--- src/rtl/term_ctrl.sv ---
// Text terminal controller: turns a byte stream into VRAM writes,
// with cursor tracking, line feed, hardware scroll and clear screen.
module term_ctrl #(
    parameter int LINES = 17,
    parameter int COLS  = 60
) (
    input  logic        i_clk,
    input  logic        i_rst_n,
    input  logic [7:0]  i_char,
    input  logic        i_char_valid,
    output logic        o_char_ready,
    output logic [10:0] o_vram_addr,
    output logic [7:0]  o_vram_din,
    input  logic [7:0]  i_vram_dout,
    output logic        o_vram_ce,
    output logic        o_vram_wre,
    output logic [4:0]  o_cursor_row,
    output logic [5:0]  o_cursor_col,
    output logic        o_busy
);

    localparam logic [4:0] LAST_ROW = 5'(LINES - 1);
    localparam logic [5:0] LAST_COL = 6'(COLS - 1);
    localparam logic [7:0] SPACE    = 8'h20;

    typedef enum logic [2:0] {
        IDLE,
        WRITE,
        SCR_RD,
        SCR_WR,
        SCR_CLR,
        CLS
    } state_t;

    state_t      state_q, state_d;
    logic [4:0]  row_q, row_d;
    logic [5:0]  col_q, col_d;
    logic [7:0]  char_q, char_d;
    logic [4:0]  scn_row_q, scn_row_d;
    logic [5:0]  scn_col_q, scn_col_d;

    logic        is_cr;
    logic        is_lf;
    logic        is_bs;
    logic        is_ff;
    logic        is_prn;
    logic [4:0]  dst_row;

    // Byte classification of the incoming character.
    always_comb begin
        is_cr  = (i_char == 8'h0D);
        is_lf  = (i_char == 8'h0A);
        is_bs  = (i_char == 8'h08);
        is_ff  = (i_char == 8'h0C);
        is_prn = (i_char >= 8'h20) && (i_char != 8'h7F);
    end

    // Scroll copies each source row into the row just above it.
    always_comb begin
        dst_row = scn_row_q - 5'd1;
    end

    // State register, cursor and scan counters.
    always_ff @(posedge i_clk or negedge i_rst_n) begin
        if (!i_rst_n) begin
            state_q   <= IDLE;
            row_q     <= 5'd0;
            col_q     <= 6'd0;
            char_q    <= 8'h00;
            scn_row_q <= 5'd0;
            scn_col_q <= 6'd0;
        end else begin
            state_q   <= state_d;
            row_q     <= row_d;
            col_q     <= col_d;
            char_q    <= char_d;
            scn_row_q <= scn_row_d;
            scn_col_q <= scn_col_d;
        end
    end

    // Next-state, cursor update and VRAM port drive.
    always_comb begin
        state_d      = state_q;
        row_d        = row_q;
        col_d        = col_q;
        char_d       = char_q;
        scn_row_d    = scn_row_q;
        scn_col_d    = scn_col_q;
        o_char_ready = 1'b0;
        o_vram_ce    = 1'b1;
        o_vram_wre   = 1'b1;
        o_vram_addr  = {row_q, col_q};
        o_vram_din   = 8'h00;

        unique case (state_q)
            IDLE: begin
                o_char_ready = 1'b1;
                o_vram_ce    = 1'b0;
                o_vram_wre   = 1'b0;
                if (i_char_valid) begin
                    unique case (1'b1)
                        is_cr: begin
                            col_d = 6'd0;
                        end
                        is_lf: begin
                            if (row_q != LAST_ROW) begin
                                row_d = row_q + 5'd1;
                            end else begin
                                state_d   = SCR_RD;
                                scn_row_d = 5'd1;
                                scn_col_d = 6'd0;
                            end
                        end
                        is_bs: begin
                            if (col_q != 6'd0) begin
                                col_d = col_q - 6'd1;
                            end
                        end
                        is_ff: begin
                            state_d   = CLS;
                            scn_row_d = 5'd0;
                            scn_col_d = 6'd0;
                        end
                        is_prn: begin
                            char_d  = i_char;
                            state_d = WRITE;
                        end
                        default: begin
                        end
                    endcase
                end
            end

            WRITE: begin
                o_vram_din = char_q;
                state_d    = IDLE;
                if (col_q != LAST_COL) begin
                    col_d = col_q + 6'd1;
                end else begin
                    col_d = 6'd0;
                    if (row_q != LAST_ROW) begin
                        row_d = row_q + 5'd1;
                    end else begin
                        state_d   = SCR_RD;
                        scn_row_d = 5'd1;
                        scn_col_d = 6'd0;
                    end
                end
            end

            SCR_RD: begin
                o_vram_wre  = 1'b0;
                o_vram_addr = {scn_row_q, scn_col_q};
                state_d     = SCR_WR;
            end

            SCR_WR: begin
                o_vram_addr = {dst_row, scn_col_q};
                o_vram_din  = i_vram_dout;
                state_d     = SCR_RD;
                if (scn_col_q != LAST_COL) begin
                    scn_col_d = scn_col_q + 6'd1;
                end else begin
                    scn_col_d = 6'd0;
                    if (scn_row_q != LAST_ROW) begin
                        scn_row_d = scn_row_q + 5'd1;
                    end else begin
                        state_d = SCR_CLR;
                    end
                end
            end

            SCR_CLR: begin
                o_vram_addr = {LAST_ROW, scn_col_q};
                o_vram_din  = SPACE;
                if (scn_col_q != LAST_COL) begin
                    scn_col_d = scn_col_q + 6'd1;
                end else begin
                    scn_col_d = 6'd0;
                    state_d   = IDLE;
                end
            end

            CLS: begin
                o_vram_addr = {scn_row_q, scn_col_q};
                o_vram_din  = SPACE;
                if (scn_col_q != LAST_COL) begin
                    scn_col_d = scn_col_q + 6'd1;
                end else begin
                    scn_col_d = 6'd0;
                    if (scn_row_q != LAST_ROW) begin
                        scn_row_d = scn_row_q + 5'd1;
                    end else begin
                        scn_row_d = 5'd0;
                        row_d     = 5'd0;
                        col_d     = 6'd0;
                        state_d   = IDLE;
                    end
                end
            end

            default: begin
                state_d = IDLE;
            end
        endcase
    end

    // Cursor and busy outputs.
    always_comb begin
        o_cursor_row = row_q;
        o_cursor_col = col_q;
        o_busy       = ~o_char_ready;
    end

endmodule

--- config.mk ---
export PLATFORM = sky130hd
export DESIGN_NAME = term_ctrl
export DESIGN_NICKNAME = d
export VERILOG_FILES = /design/src/rtl/term_ctrl.sv
export SDC_FILE = /design/constraint.sdc
export NUM_CORES = 1
export LEC_CHECK = 0
export ABC_AREA = 0
export ABC_CLOCK_PERIOD_IN_PS = 4100
export CORE_UTILIZATION = 56
export CTS_CLUSTER_DIAMETER = 60
export DETAILED_ROUTE_END_ITERATION = 8
export PLACE_DENSITY = 0.95
export SYNTH_ARGS = -nofsm -noshare
export SYNTH_HDL_FRONTEND = slang
export SYNTH_SLANG_ARGS = --single-unit
--- constraint.sdc ---
create_clock -name i_clk -period 4.1 [get_ports i_clk]
set_clock_uncertainty 0.1 [all_clocks]
set_input_delay 0.41 -clock i_clk [delete_from_list [all_inputs] [get_ports i_clk]]
set_output_delay 0.41 -clock i_clk [all_outputs]
set_load 0.01 [all_outputs]
==> impl_metrics.yaml <==
placed_design:
  port_buffers: 52
  finalWeightedCongestion: 0.952
  dp_hpwl_mm: 5.31
global_route:
  grt_overflow: 0
  grt_max_degree: 34
  grt_pass1_vias: 2655
  grt_pass1_wl_mm: 12.7
  antenna_found_initial: 0
  track_usage: 0.316
timing:
  max_freq_mhz: 296
  relSlewSlack: 0.474
  setup_tns_ns: 0
  finalCriticalPeriod_ns: 3.37
  finalHoldViolCount: 0
  tightestPinTransition_ns: 0.779
  rsz0062_at_grt: "no"
  min_period_over_period: 0.823
  drv_slew: 0
  setup_violations: 0
  whs_ns: 0.407
yosys:
  synth_common_cells: "dfrtp_1 (33), nand2_1 (21), nor2_1 (20)"
  synth_top_area_cell: "dfrtp_1"
  syn_area_mm2: 0.00266
  synth.distinct_cells: 72
  yosysMostFrequentCell: "dfrtp_1"
  syn_area_per_cell_um2: 8.51
  ys_top_cells_by_area: "dfrtp_1 (31%), ha_1 (4.7%), o21ai_0 (3.4%)"
  yosys_warnings: 0
  synth_cells: 313
  async_reset_ff_frac: 1.00
  ys.flop_type: "dfrtp_1"
  ys_seq_area_frac: 0.310
  synthesis.nets: 342
  synth-edff-count: 0
  ys_ff_latch: 33
  synth.top_cell.area_share: 0.310
clocking:
  clock_latency_ns: 0.30
  cts_sinks: 33
  numCtsBuffers: 5
  h-tree-depth: 2
  postCtsHoldBufs: 0
  clkTransAtPathRegs_ns: 0.07
  post_cts_resized: 0
  cts_tree: "built"
  cts_buffer_depth: 2
  root_buffer: "clkbuf_8"
  cts_setup_buffers: 0
floorplan:
  die_y_um: 71.0
  die_x_um: 71.0
  core_area_mm2: 0.00447
  die-area_mm2: 0.00503
  start_util: 0.595
  num_rows: 24
  ios: 53
finish:
  drive_gt1_frac: 0.0843
  regArea_um2: 826
  multiInputGateArea_mm2: 0.00168
  fillers: 303
  area_growth_pct: 23.0
  final_nets: 385
  antennaDiodeCount: 0
power:
  power_frac_comb: 0.587
  leakage_nw: 1.28
  power_frac_clock: 0.117
  cellPowerDensity_mw_per_mm2: 664
  switchingPower_mw: 0.976
  power_frac_seq: 0.296
  switching_share: 0.449
  internal_power_mw: 1.20
  ir_worst_vdd_mv: 0.380
worst_setup_path:
  crit_required_ns: 3.59
  cp.arrival_ns: 2.86
  cp-startpoint: "state_q[2]"
  reg2reg_from: "state_q[1]"
  cp_max_fo: 22
  cp-end-kind: "output port"
  r2r_slack_ns: 1.37
  path_class: "reg -> out"
  critPathLaunchType: "register"
route:
  vias_per_cell: 6.86
  highest_layer: "met4"
  wl_met1_mm: 3.05
  drt_wl_total_mm: 7.55
  drtIter0Drc: 361
  first_pass_iters: 5
  vias: 2799
  drcViolationCount: 0
  post_drt_wl_per_cell_um: 18.5
  ant_nets: 0
  met3_length_um: 623
  met2_length_mm: 3.76
outcome:
  status: "finished, final reports clean"
worst_hold_path:
  hp-class: "in -> async"
job:
  max_cap_viol_count: 0
critical path, cell delays in order, from the launching register on:
cell and delay, ns:
dfrtp_1 0.72, inv_1 0.25, ha_1 0.74, nand2_1 0.10, o22ai_1 0.17, clkdlybuf4s50_1 0.58
flip-flops by register name, summed over array words and instances, names as in the netlist:
signal and cells:
char_q 8, o_cursor_col 6, scn_col_q 6, o_cursor_row 5, scn_row_q 5, state_q 3
layer usage:
metal,GRT usage,vias to the layer above
li1,-,1282
met1,0.405,1339
met2,0.543,162
met3,0.0584,16
met4,0.100,0
met5,0,-
final cells by class:
| cell class | count | share of cell area |
|---|---|---|
| multi-input cells | 241 | 0.514 |
| flip-flops and latches | 33 | 0.252 |
| repair buffers | 54 | 0.163 |
| clock buffers | 7 | 0.0264 |
| inverters | 21 | 0.0241 |
| well taps | 52 | 0.0199 |
power by group through the flow:
| stage | Clock (mW) | Sequential (mW) | Combinational, mW |
|---|---|---|---|
| 2_1_floorplan | 0 | 0.566 | 0.838 |
| 3_3_place_gp | 0 | 0.628 | 1.22 |
| 3_5_place_dp | 0 | 0.638 | 1.25 |
| 4_1_cts | 0.252 | 0.634 | 1.26 |
| 5_1_grt | 0.268 | 0.663 | 1.38 |
| 6_report | 0.255 | 0.643 | 1.28 |
final timing paths:
check                           depth (start not counted)               to
worst max-delay path                                    5   o_vram_addr[2]
worst min-delay path                                    2     scn_row_q[0]
worst max register to register                          5     scn_col_q[3]
worst min register to register                          1        char_q[1]
max in group asynchronous                               2  o_cursor_col[0]
min in group i_clk                                      1        char_q[1]
cells in the final DEF, fill, tap and decap left out, types with 4 or more instances in the layout:
master            n
clkdlybuf4s50_1  52
dfrtp_1          33
nand2_1          21
nor2_1           20
inv_1            19
o21ai_0          18
nand3_1          13
o21ai_1          13
a21oi_1          10
ha_1             10
mux2_2            8
a31oi_1           8
o22ai_1           7
nor3_1            7
a22o_1            7
clkbuf_8          6
nand4_1           5
or3_1             4
nand4b_1          4
nand2b_1          4
o22a_1            4
cells by family (layout without fill, tap and decap cells):
kind of cell | Yosys count | in the layout | share of synthesized area
AOI/OAI and AO/OA | 106 | 106 | 0.287
DFF | 33 | 33 | 0.310
and+or+nand+nor | 110 | 110 | 0.241
xor gates and xnor gates | 5 | 5 | 0.0165
buffers and inverters | 39 | 82 | 0.0573
adders and majority gates | 10 | 10 | 0.0470
muxes | 10 | 10 | 0.0418
per-stage QoR:
step	utilization	cell area, um^2	setup WS (ns)	power (mW)	cells
finish	0.732	3280	0.726	2.17	408
global route	0.732	3280	0.562	2.32	408
CTS	0.732	3280	0.801	2.14	408
detailed placement	0.713	3190	1.13	1.88	401
global placement	0.713	3190	1.19	1.84	401
floorplan	-	2660	1.81	1.40	313
(Power assumes the default switching activity.)
